File: src/rtl/store_align_buffer.sv
// Store alignment and write buffer: lane-replicates sb/sh/sw data, drops misaligned stores.
// Optional feature macro STORE_LOAD_HAZARD_EN adds a load/store word-address hazard check.
module store_align_buffer #(
  parameter int DEPTH = 4
) (
  input  logic        clk,
  input  logic        reset,
  input  logic        st_valid,
  output logic        st_ready,
  input  logic [31:0] st_addr,
  input  logic [31:0] st_data,
  input  logic [1:0]  st_type,
  output logic        mem_req,
  input  logic        mem_ack,
  output logic [31:0] mem_addr,
  output logic [31:0] mem_wdata,
  output logic [3:0]  mem_be,
  output logic        misalign,
`ifdef STORE_LOAD_HAZARD_EN
  input  logic [31:0] ld_addr,
  output logic        ld_hazard,
`endif
  output logic        empty
);

  localparam int AW = (DEPTH > 1) ? $clog2(DEPTH) : 1;

  logic [29:0]   addr_q  [DEPTH];
  logic [31:0]   wdata_q [DEPTH];
  logic [3:0]    be_q    [DEPTH];
  logic [AW-1:0] wr_ptr;
  logic [AW-1:0] rd_ptr;
  logic [AW:0]   count;

  logic [1:0]    k;
  logic [31:0]   al_wdata;
  logic [3:0]    al_be;
  logic          al_ok;
  logic          full;
  logic          accept;
  logic          enq;
  logic          pop;

  assign k        = st_addr[1:0];
  assign full     = (count == (AW+1)'(DEPTH));
  assign empty    = (count == '0);
  assign st_ready = ~full;
  assign accept   = st_valid & st_ready;
  assign enq      = accept & al_ok;
  assign mem_req  = ~empty;
  assign pop      = mem_req & mem_ack;

  // Lane replication, byte enables and alignment legality per store type
  always_comb begin
    al_wdata = st_data;
    al_be    = 4'b0000;
    al_ok    = 1'b0;
    unique case (st_type)
      2'b00: begin
        al_wdata = {4{st_data[7:0]}};
        al_be    = 4'b0001 << k;
        al_ok    = 1'b1;
      end
      2'b01: begin
        al_wdata = {2{st_data[15:0]}};
        al_be    = 4'b0011 << k;
        al_ok    = ~k[0];
      end
      2'b10: begin
        al_wdata = st_data;
        al_be    = 4'b1111;
        al_ok    = (k == 2'b00);
      end
      default: begin
        al_ok    = 1'b0;
      end
    endcase
  end

  // Pointer, occupancy and misalign-pulse registers
  always_ff @(posedge clk or posedge reset) begin
    if (reset) begin
      wr_ptr   <= '0;
      rd_ptr   <= '0;
      count    <= '0;
      misalign <= 1'b0;
    end else begin
      misalign <= accept & ~al_ok;
      if (enq) wr_ptr <= wr_ptr + 1'b1;
      if (pop) rd_ptr <= rd_ptr + 1'b1;
      if (enq && !pop)
        count <= count + 1'b1;
      else if (pop && !enq)
        count <= count - 1'b1;
    end
  end

  // Entry storage; contents are only visible while counted as valid
  always_ff @(posedge clk) begin
    if (enq) begin
      addr_q[wr_ptr]  <= st_addr[31:2];
      wdata_q[wr_ptr] <= al_wdata;
      be_q[wr_ptr]    <= al_be;
    end
  end

  // Head entry drives memory; outputs idle at zero when empty
  always_comb begin
    mem_addr  = 32'h0;
    mem_wdata = 32'h0;
    mem_be    = 4'h0;
    if (!empty) begin
      mem_addr  = {addr_q[rd_ptr], 2'b00};
      mem_wdata = wdata_q[rd_ptr];
      mem_be    = be_q[rd_ptr];
    end
  end

`ifdef STORE_LOAD_HAZARD_EN
  logic [AW-1:0] off;
  logic          unused_ld;

  assign unused_ld = ^ld_addr[1:0];

  // Word-address match against every occupied entry, head included
  always_comb begin
    ld_hazard = 1'b0;
    off       = '0;
    for (int i = 0; i < DEPTH; i++) begin
      off = AW'(i) - rd_ptr;
      if (({1'b0, off} < count) && (addr_q[i] == ld_addr[31:2]))
        ld_hazard = 1'b1;
    end
  end
`endif

endmodule

File: config.mk
export PLATFORM = sky130hd
export DESIGN_NAME = store_align_buffer
export DESIGN_NICKNAME = d
export VERILOG_FILES = /design/src/rtl/store_align_buffer.sv
export SDC_FILE = /design/constraint.sdc
export NUM_CORES = 1
export LEC_CHECK = 0
export ABC_AREA = 1
export BUFFER_PORTS_ARGS = -buffer_cell sky130_fd_sc_hd__buf_2
export CORE_AREA = 2 2 147 149
export CTS_CLUSTER_DIAMETER = 120
export DETAILED_ROUTE_END_ITERATION = 6
export DIE_AREA = 0 0 149 151
export HOLD_SLACK_MARGIN = 0.08
export PLACE_DENSITY = 0.74
export RECOVER_POWER = 25
export SYNTH_ARGS = -nofsm -noshare
export SYNTH_HDL_FRONTEND = slang
export SYNTH_SLANG_ARGS = --single-unit
File: constraint.sdc
create_clock -name clk -period 7.65 [get_ports clk]
set_input_delay 1.1475 -clock clk [delete_from_list [all_inputs] [get_ports clk]]
set_output_delay 1.1475 -clock clk [all_outputs]
set_load 0.005 [all_outputs]
Word-level counts from Yosys, hierarchy flattened
Memory sizes are Yosys's and may differ from the RTL's.
Index checks and enable logic that the tools add are counted.
{"block": "word_totals", "out_inout_bits": 72, "mem_count": 3, "regBits": 8, "ram_bits": 264}
{"memory": "wdata_q", "words": 4, "word_bits": 32, "rd": 1, "rd_ports_with_merged_regs": 0, "wr": 1, "line_no": "29", "text": "logic [31:0] wdata_q [DEPTH];"}
{"memory": "addr_q", "words": 4, "word_bits": 30, "rd": 1, "rd_ports_with_merged_regs": 0, "wr": 1, "line_no": "28", "text": "logic [29:0] addr_q [DEPTH];"}
{"memory": "be_q", "words": 4, "word_bits": 4, "rd": 1, "rd_ports_with_merged_regs": 0, "wr": 1, "line_no": "30", "text": "logic [3:0] be_q [DEPTH];"}
{"block": "classes", "mux": 10, "bitwise": 8, "n_shift": 2, "addsub": 4, "reduce_logical": 8, "eq_ne": 3}
{"operator": "$mux W32", "count": 2}
{"operator": "$pmux W32 S2", "count": 1}
{"operator": "$pmux W4 S3", "count": 1}
{"operator": "$mux W3", "count": 2}
{"operator": "$add A2 B1 Y2 const B", "count": 2}
{"operator": "$and A1 B1 Y1", "count": 4}
{"operator": "$logic_not A2 Y1", "count": 2}
{"operator": "$mux W4", "count": 1}
{"operator": "$not A1 Y1", "count": 4}
{"operator": "$shl A1 B2 Y4 const A", "count": 1}
{"operator": "$shl A2 B2 Y4 const A", "count": 1}
{"operator": "$add A3 B1 Y3 const B", "count": 1}
{"operator": "$eq A3 B3 Y1 const B", "count": 1}
{"operator": "$logic_not A3 Y1", "count": 1}
{"operator": "$pmux W1 S3", "count": 1}
{"operator": "$sub A3 B1 Y3 const B", "count": 1}
{"operator": "$eq A2 B1 Y1 const B", "count": 1}
{"operator": "$eq A2 B2 Y1 const B", "count": 1}
{"operator": "$logic_and A1 B1 Y1", "count": 2}
{"operator": "$logic_not A1 Y1", "count": 2}
{"operator": "$mux W1", "count": 2}
{"operator": "$reduce_bool A2 Y1", "count": 1}

Longest topological paths before layout
Gate-level depths: netlist of run 1.
{"block": "depth", "depth_word": 8, "ltp_mapped": 12, "ltp_nobuf": 12}

Worst setup path after synthesis of run 1
Ideal clock, no wire load.
{"block": "synth_timing", "path_type": "input port to flip-flop", "start": "in st_addr[0]", "end": "mem addr_q[0][0] (enable)", "n_path_buf": 0, "required_time_ns": 7.159, "arrival_ns": 4.349, "slack_ns": 2.811, "cell_stages": 5, "setup_ns": 0.491, "path_cell_list": "nor2_1 > nand2_1 > nand2_1 > nand2_1 > nor2_1"}
{"block": "synth_via", "elab_chain_len": 5, "word_cells_on_any_way": 6, "classes_between": "3 x mux; 2 x bitwise; 1 x reduce/logical"}
{"element": "from (decl)", "line_no": "10", "text": "input logic [31:0] st_addr,"}
{"element": "$logic_not A2 Y1 or $not A1 Y1 (tied branches)", "line_no": "72, 67"}
{"element": "$pmux W1 S3 *", "line_no": "58", "text": "unique case (st_type)"}
{"element": "$and A1 B1 Y1 *", "line_no": "49", "text": "assign enq = accept & al_ok;"}
{"element": "$mux W1 *", "line_no": "100", "text": "if (enq) begin"}
{"element": "$mux W1 (not written as such) *", "line_no": "101", "text": "addr_q[wr_ptr] <= st_addr[31:2];"}
{"element": "to (decl)", "line_no": "28"}
Mark *: on every way between the ends. The rest lies on a longest branch, timed or not.

Worst setup path in the final report of run 1
{"block": "layout_timing", "start": "reg rd_ptr[0]", "end": "out mem_wdata[31]"}
{"block": "layout_via", "elab_chain_len": 2}
{"element": "from (decl)", "line_no": "32", "text": "logic [AW-1:0] rd_ptr;"}
{"element": "from (signal assigned)", "line_no": "90", "text": "if (pop) rd_ptr <= rd_ptr + 1'b1;"}
{"element": "$mem_v2 Z4 W32"}
{"element": "$mux W32", "line_no": "112", "text": "if (!empty) begin"}
{"element": "to (decl)", "line_no": "16", "text": "output logic [31:0] mem_wdata,"}
No other way between the ends.

==> results of run 1 <==
-- state kept, by name, summed over array words and instances, names as in the netlist --
register  count
addr_q      120
be_q         16
count         3
misalign      1
rd_ptr        2
wdata_q     128
wr_ptr        2
-- routing by layer --
layer / vias up / wire [µm]
li1: 3617 / -
met1: 3465 / 9575
met2: 240 / 11810
met3: 49 / 1492
met4: 0 / 643
met5: - / 0
-- worst paths after layout --
path	from	slack [ps]	depth (start not counted)	to
min in group asynchronous	reset	570	2	wr_ptr[0]
hold / removal	rd_ptr[1]	550	2	rd_ptr[1]
setup reg to reg	count[0]	4750	5	wdata_q[3][18]
hold reg to reg	rd_ptr[1]	550	2	rd_ptr[1]
setup / recovery	rd_ptr[0]	3280	5	mem_wdata[31]
max in group asynchronous	reset	6820	2	rd_ptr[0]
-- synth_stat cells --
library cell / count
conb_1: 1
xnor2_1: 1
buf_6: 8
edfxtp_1: 264
nor2_1: 142
nand3_1: 4
nor3_1: 1
inv_2: 2
o21ai_1: 9
clkbuf_1: 12
nor2_2: 1
buf_4: 12
xor2_1: 2
o22ai_1: 1
nand2_2: 1
nand4_1: 1
ha_1: 5
buf_2: 24
fa_1: 1
dfrtp_1: 8
o211ai_1: 7
a21oi_1: 67
inv_4: 1
inv_1: 25
nand2_1: 327
o21ai_0: 68
-- cell type report --
type | instances | area share
Multi-Input combinational cell | 640 | 0.2126
Inverter | 28 | 0.008576
Clock buffer | 36 | 0.05526
Clock inverter | 11 | 0.007699
Sequential cell | 272 | 0.6334
Timing Repair Buffer | 147 | 0.05526
Antenna cell | 2 | 0.0003898
Tap cell | 275 | 0.02680
-- cells by family after synthesis --
| family | Yosys count | synth area share |
|---|---|---|
| compound gates | 152 | 0.06912 |
| xor+xnor | 3 | 0.002330 |
| buf+inv | 84 | 0.04017 |
| flops | 272 | 0.7207 |
| simple gates | 477 | 0.1600 |
| other cells | 1 | 0.0003325 |
| fa+ha+maj | 6 | 0.007323 |
-- critical path, cell delays in order (launching register included) --
cell and delay, ps:
dfrtp_4 690, inv_4 240, buf_4 950, o21ai_0 290
a21oi_1 280, buf_2 170
-- power by group through the flow --
stage / clock network (mW) / logic, mW / registers [mW]
floorplan: 0 / 1.07 / 1.88
global placement: 0 / 1.52 / 1.92
detailed placement: 0 / 1.55 / 1.92
CTS: 1.22 / 1.55 / 1.89
global route: 1.29 / 1.73 / 1.91
finish: 1.21 / 1.53 / 1.89
-- layout by cell type (no fill, tap or decap), drive strengths merged, types with 7 or more instances in the layout --
cell type and n:
o211ai 7, clkbuf 73, dfrtp 8, nor2 143, a21oi 67, inv 28
o21ai 77, nand2 328, clkinv 9, edfxtp 264, buf 110
==> parameters.txt, run 1 <==
Parameter                              Value

Run status
  Run status    complete, no violations

Placed design
  HPWL after detailed placement    13850 µm
  Total instance count after detailed placement    between 1000 and 1500
  Weighted congestion reported at the end of routability-driven placement    ~0.84
  Post-Place Worst Slack    between 3000 and 4000 ps
  PortBufs    approximately 140
  Post-placement cell area    approximately 12000 µm²

CTS
  Total clock buffers created by CTS    26
  Number of buffers added to fix hold violations after cts    0
  Later-pin clock latency in the skew report    510 ps
  Largest buffer count on any clock path    3
  Total number of clock tree sinks    272
  Root buffer cell    clkbuf_16
  Post-CTS sizing    0
  Number of buffers inserted by post-CTS setup repair    0
  CTS tree    built
  Clock-pin slew on the worst setup and hold paths    approximately 60 ps
  Number of levels in the clock H-tree    1

Pwr
  Clock network power share    0.261
  Proportion of power drawn by flip-flops and latches    0.409
  Switch Pwr    between 1.5 and 2 mW
  Internal power    between 3 and 4 mW
  Share of total power in combinational logic    0.330
  Largest vdd supply drop    about 240 µV
  Static leakage    between 4 and 5 nW
  Power Density    360.4 nW/µm²
  Total power consumption of the routed design    about 4.6 mW
  Share of total power consumed by net switching    0.3407

GRT
  GRT Total Usage    0.2080
  Met2 usage in global routing    0.3574
  Vias in the first global route    between 6000 and 7000
  Number of antenna violations at the first check in global routing    2
  Met3 routing resource usage after global routing    0.03584
  Wire length of the first global-routing pass    approximately 36000 µm
  Busiest grt layer    met2
  Met1 global-route usage    0.2720
  Pin count of the biggest net entering global routing    121
  Overflow left after global routing    0

Finish
  Share of post-route cells with drive strength above 1    0.1349
  Non-Filler Instances    approximately 1400
  Layout overhead on the synthesized area    13.85%
  Reg area    just over 8000 µm²
  Post-route core utilization    0.6166
  Area used by multi-input combinational logic    2730 µm²
  Count of fill cells added during filler insertion    ~1600
  Cell area after layout    between 10000 and 15000 µm²
  Fin nets    between 1000 and 1500

Timing
  Max-slew violations    0
  Endpoints failing hold    0
  RSZ-0062 raised after global routing    false
  Final clock period utilization by the worst path    0.5708
  Worst slew margin    0.1892
  Clock tree skew after final layout    between 9 and 10 ps
  Final critical delay including setup and external delays    4367 ps
  Slew at the pin closest to its max-slew limit    1216 ps
  Fmax    ~0.23 GHz
  Min Hold Slack    548.9 ps
  Total Neg Setup Slack    0 ps
  Worst-case setup margin in the final layout    around 3300 ps
  Endpoints failing setup    0

Route
  Detail-routed net length per standard cell    roughly 17 µm
  Count of TritonRoute iterations in the first routing pass    5
  Final WL    around 24000 µm
  Vias/cell    about 5.2
  DRC violations left    0
  Vias post-DR    7371
  Post-route antenna net violation count    0
  Violation count after the first detailed-route iteration    640

Floorplan
  Die Height    approximately 150 µm
  Core Rows    53
  Die Span X    approximately 150 µm
  Die area    approximately 22000 µm²
  Initial standard-cell utilization of the core    0.5416
  Area inside the core boundary    20820 µm²
  Top Ports    roughly 140

Logic synthesis
  Post-synth top area cell    edfxtp_1
  Leading post-synthesis cells by cell area    edfxtp_1 (70%), nand2_1 (11%), nor2_1 (4.7%)
  Mapped cell area    ~11000 µm²
  Sequential-to-total area share from yosys stat    0.7207
  Synth Warn #    0
  Seq cells post-synth    272
  Post-Synthesis Mean Instance Area    approximately 11 µm²
  Yosys top cell area share    0.7030
  Post-synthesis cell count    a little under 1000
  Yosys cell types    26

Critical path
  Arrival time of data at the critical path endpoint    ~3200 ps
  Worst endpoint required time    6500 ps
  Crit path kind    register to primary output
  Worst-path fanout max    120
  Sort of element at the end of the critical path    primary output
  Crit path launch type    register

Run
  Reported max-cap violation count    0

Worst hold path
  Tightest Hold Check Type    register to register
Note: power is estimated with default switching activity, not from simulation.
==> run 2: changes to the inputs <==
==> constraint.sdc (replaced) <==
create_clock -name clk -period 4.35 [get_ports clk]
set_input_delay 0.6525 -clock clk [delete_from_list [all_inputs] [get_ports clk]]
set_output_delay 0.6525 -clock clk [all_outputs]
set_load 0.005 [all_outputs]
==> parameters.txt, run 2 (same netlist as run 1, synthesis figures left out) <==
Parameter                              Value

Finish
  Count of antenna diodes in the layout    0
  Count of fill cells added during filler insertion    roughly 1600
  Fin nets    approximately 1200
  Most common cell after layout, fill and taps aside    nand2_1
  Largest register FFs    between 100 and 150
  Reg area    roughly 8100 µm²
  Largest reg by FF count    wdata_q
  Commonest non-fill, non-tap cells in the layout    nand2_1 (327), edfxtp_1 (264), nor2_1 (138), buf_2 (101), o21ai_0 (68)
  Cell area after layout    ~13000 µm²
  Share of post-route cells with drive strength above 1    0.1426
  Largest registers ranked by flip-flop count    wdata_q x128, addr_q x120, be_q x16
  Layout overhead on the synthesized area    14.56%
  Area used by multi-input combinational logic    between 2000 and 3000 µm²

Critical path
  Arrival time of data at the critical path endpoint    roughly 3000 ps
  Worst R2R Start    count[0]
  FF-to-FF setup slack    ~1900 ps
  CP peak stage delay    between 800 and 900 ps
  Max stage delay cell, worst path    dfrtp_4
  Cell with the most instances on the worst path    nor2_1
  Critical R2R Capture    addr_q[3][24]
  Sort of element at the end of the critical path    primary output
  Worst-path fanout max    75
  Crit path kind    register to primary output
  Worst endpoint required time    about 3700 ps
  Number of cell instances on the worst register-to-register path    5
  Chain of cells forming the critical path    buf_4 -> nor2_1 -> nor2_1 -> o21ai_0 -> a21oi_1 -> buf_2
  Crit path launch type    register

GRT
  GRT Total Usage    0.2063
  Overflow left after global routing    0
  Pin count of the biggest net entering global routing    90
  Vias in the first global route    ~7100
  Wire length of the first global-routing pass    between 30000 and 40000 µm
  Number of antenna violations at the first check in global routing    1

Timing
  Worst-case setup margin in the final layout    745.2 ps
  Fmax    roughly 0.28 GHz
  Max-slew violations    0
  Total Neg Setup Slack    0 ps
  Endpoints failing hold    0
  Final clock period utilization by the worst path    0.8287
  Final critical delay including setup and external delays    between 3000 and 4000 ps
  Endpoints failing setup    0
  RSZ-0062 raised after global routing    false
  Worst slew margin    0.3831
  Slew at the pin closest to its max-slew limit    approximately 930 ps
  Clock tree skew after final layout    roughly 9 ps

Pwr
  Total power consumption of the routed design    between 8 and 9 mW
  Largest vdd supply drop    roughly 380 µV
  Static leakage    around 5 nW
  Power Density    634.5 nW/µm²

CTS
  CTS tree    built
  Largest buffer count on any clock path    3
  Clock-pin slew on the worst setup and hold paths    60 ps
  Root buffer cell    clkbuf_16
  Total clock buffers created by CTS    26
  Later-pin clock latency in the skew report    roughly 520 ps
  Post-CTS sizing    0
  Number of levels in the clock H-tree    1
  Total number of clock tree sinks    between 200 and 300

Route
  Detail-routed net length per standard cell    ~16 µm
  Violation count after the first detailed-route iteration    around 600
  DRC violations left    0
  Vias post-DR    approximately 7500
  Vias/cell    between 5 and 6
  Count of TritonRoute iterations in the first routing pass    5
  Post-route antenna net violation count    0
  Final WL    approximately 23000 µm

Worst hold path
  Min-Delay Endpoint    addr_q[2][24]
  Source of the worst hold timing path    st_addr[26]
  Tightest Hold Check Type    input pin to register
  Number of cells on the worst hold path    1

Placed design
  Post-placement cell area    about 12000 µm²
  Post-Place Worst Slack    1273 ps
  PortBufs    ~140
  HPWL after detailed placement    13850 µm
  Weighted congestion reported at the end of routability-driven placement    a little under 0.9

Floorplan
  Die area    between 20000 and 25000 µm²
  Die Height    151 µm
  Initial standard-cell utilization of the core    0.5416
  Top Ports    roughly 140
  Area inside the core boundary    approximately 21000 µm²
  Core Rows    53
  Die Span X    about 150 µm

Run
  Reported max-cap violation count    0

Run status
  Run status    complete, no violations
==> run 2: timing repair <==
item | 4_1_cts | 5_1_grt
endpoints found under the hold margin | 8 | 0
buffers inserted | 0 | 0
hold buffers | 1 | 0
==> run 2: worst max-delay path, delay by kind of cell (launching register included) <==
family,cells,cell delay (ps)
AO/OA/AOI/OAI,2,390
buffers and inverters,2,920
AND/OR/NAND/NOR,2,230
flip-flops,1,870
==> run 2: stage by stage <==
stage | instances | utilization | hold slack, ps
after floorplan | 996 | - | 468.2
after global placement | 1369 | 0.5829 | 519.6
after detailed placement | 1369 | 0.5829 | 532.8
after CTS | 1418 | 0.6227 | 337.8
after global routing | 1418 | 0.6204 | 385.0
final | 1418 | 0.6204 | 391.2
==> run 2: worst max-delay path by stage <==
stage / from / slack [ps] / to
after floorplan: st_addr[0] / 6 / addr_q[0][0]
after CTS: rd_ptr[0] / 740 / mem_be[0]
final: rd_ptr[0] / 750 / mem_be[0]
after global routing: rd_ptr[0] / 570 / mem_be[0]
after detailed placement: st_type[1] / 1270 / addr_q[3][21]
after global placement: st_type[1] / 1260 / addr_q[3][8]
==> run 2: metal layers <==
metal | global-route usage | part of all wire
met1 | 0.2695 | 0.41
met2 | 0.3532 | 0.50
met3 | 0.03554 | 0.066
met4 | 0.07048 | 0.024
met5 | 0 | 0.00047
==> run 2: final cells by class <==
type | instances | area share
Timing Repair Buffer | 155 | 0.06063
Inverter | 28 | 0.008523
Tap cell | 275 | 0.02663
Multi-Input combinational cell | 640 | 0.2113
Clock buffer | 32 | 0.05375
Sequential cell | 272 | 0.6294
Clock inverter | 16 | 0.009685
==> run 2: power breakdown <==
group	switching [mW]	internal [mW]
registers	0.164	3.18
clock network	0.893	1.25
logic	1.76	0.956
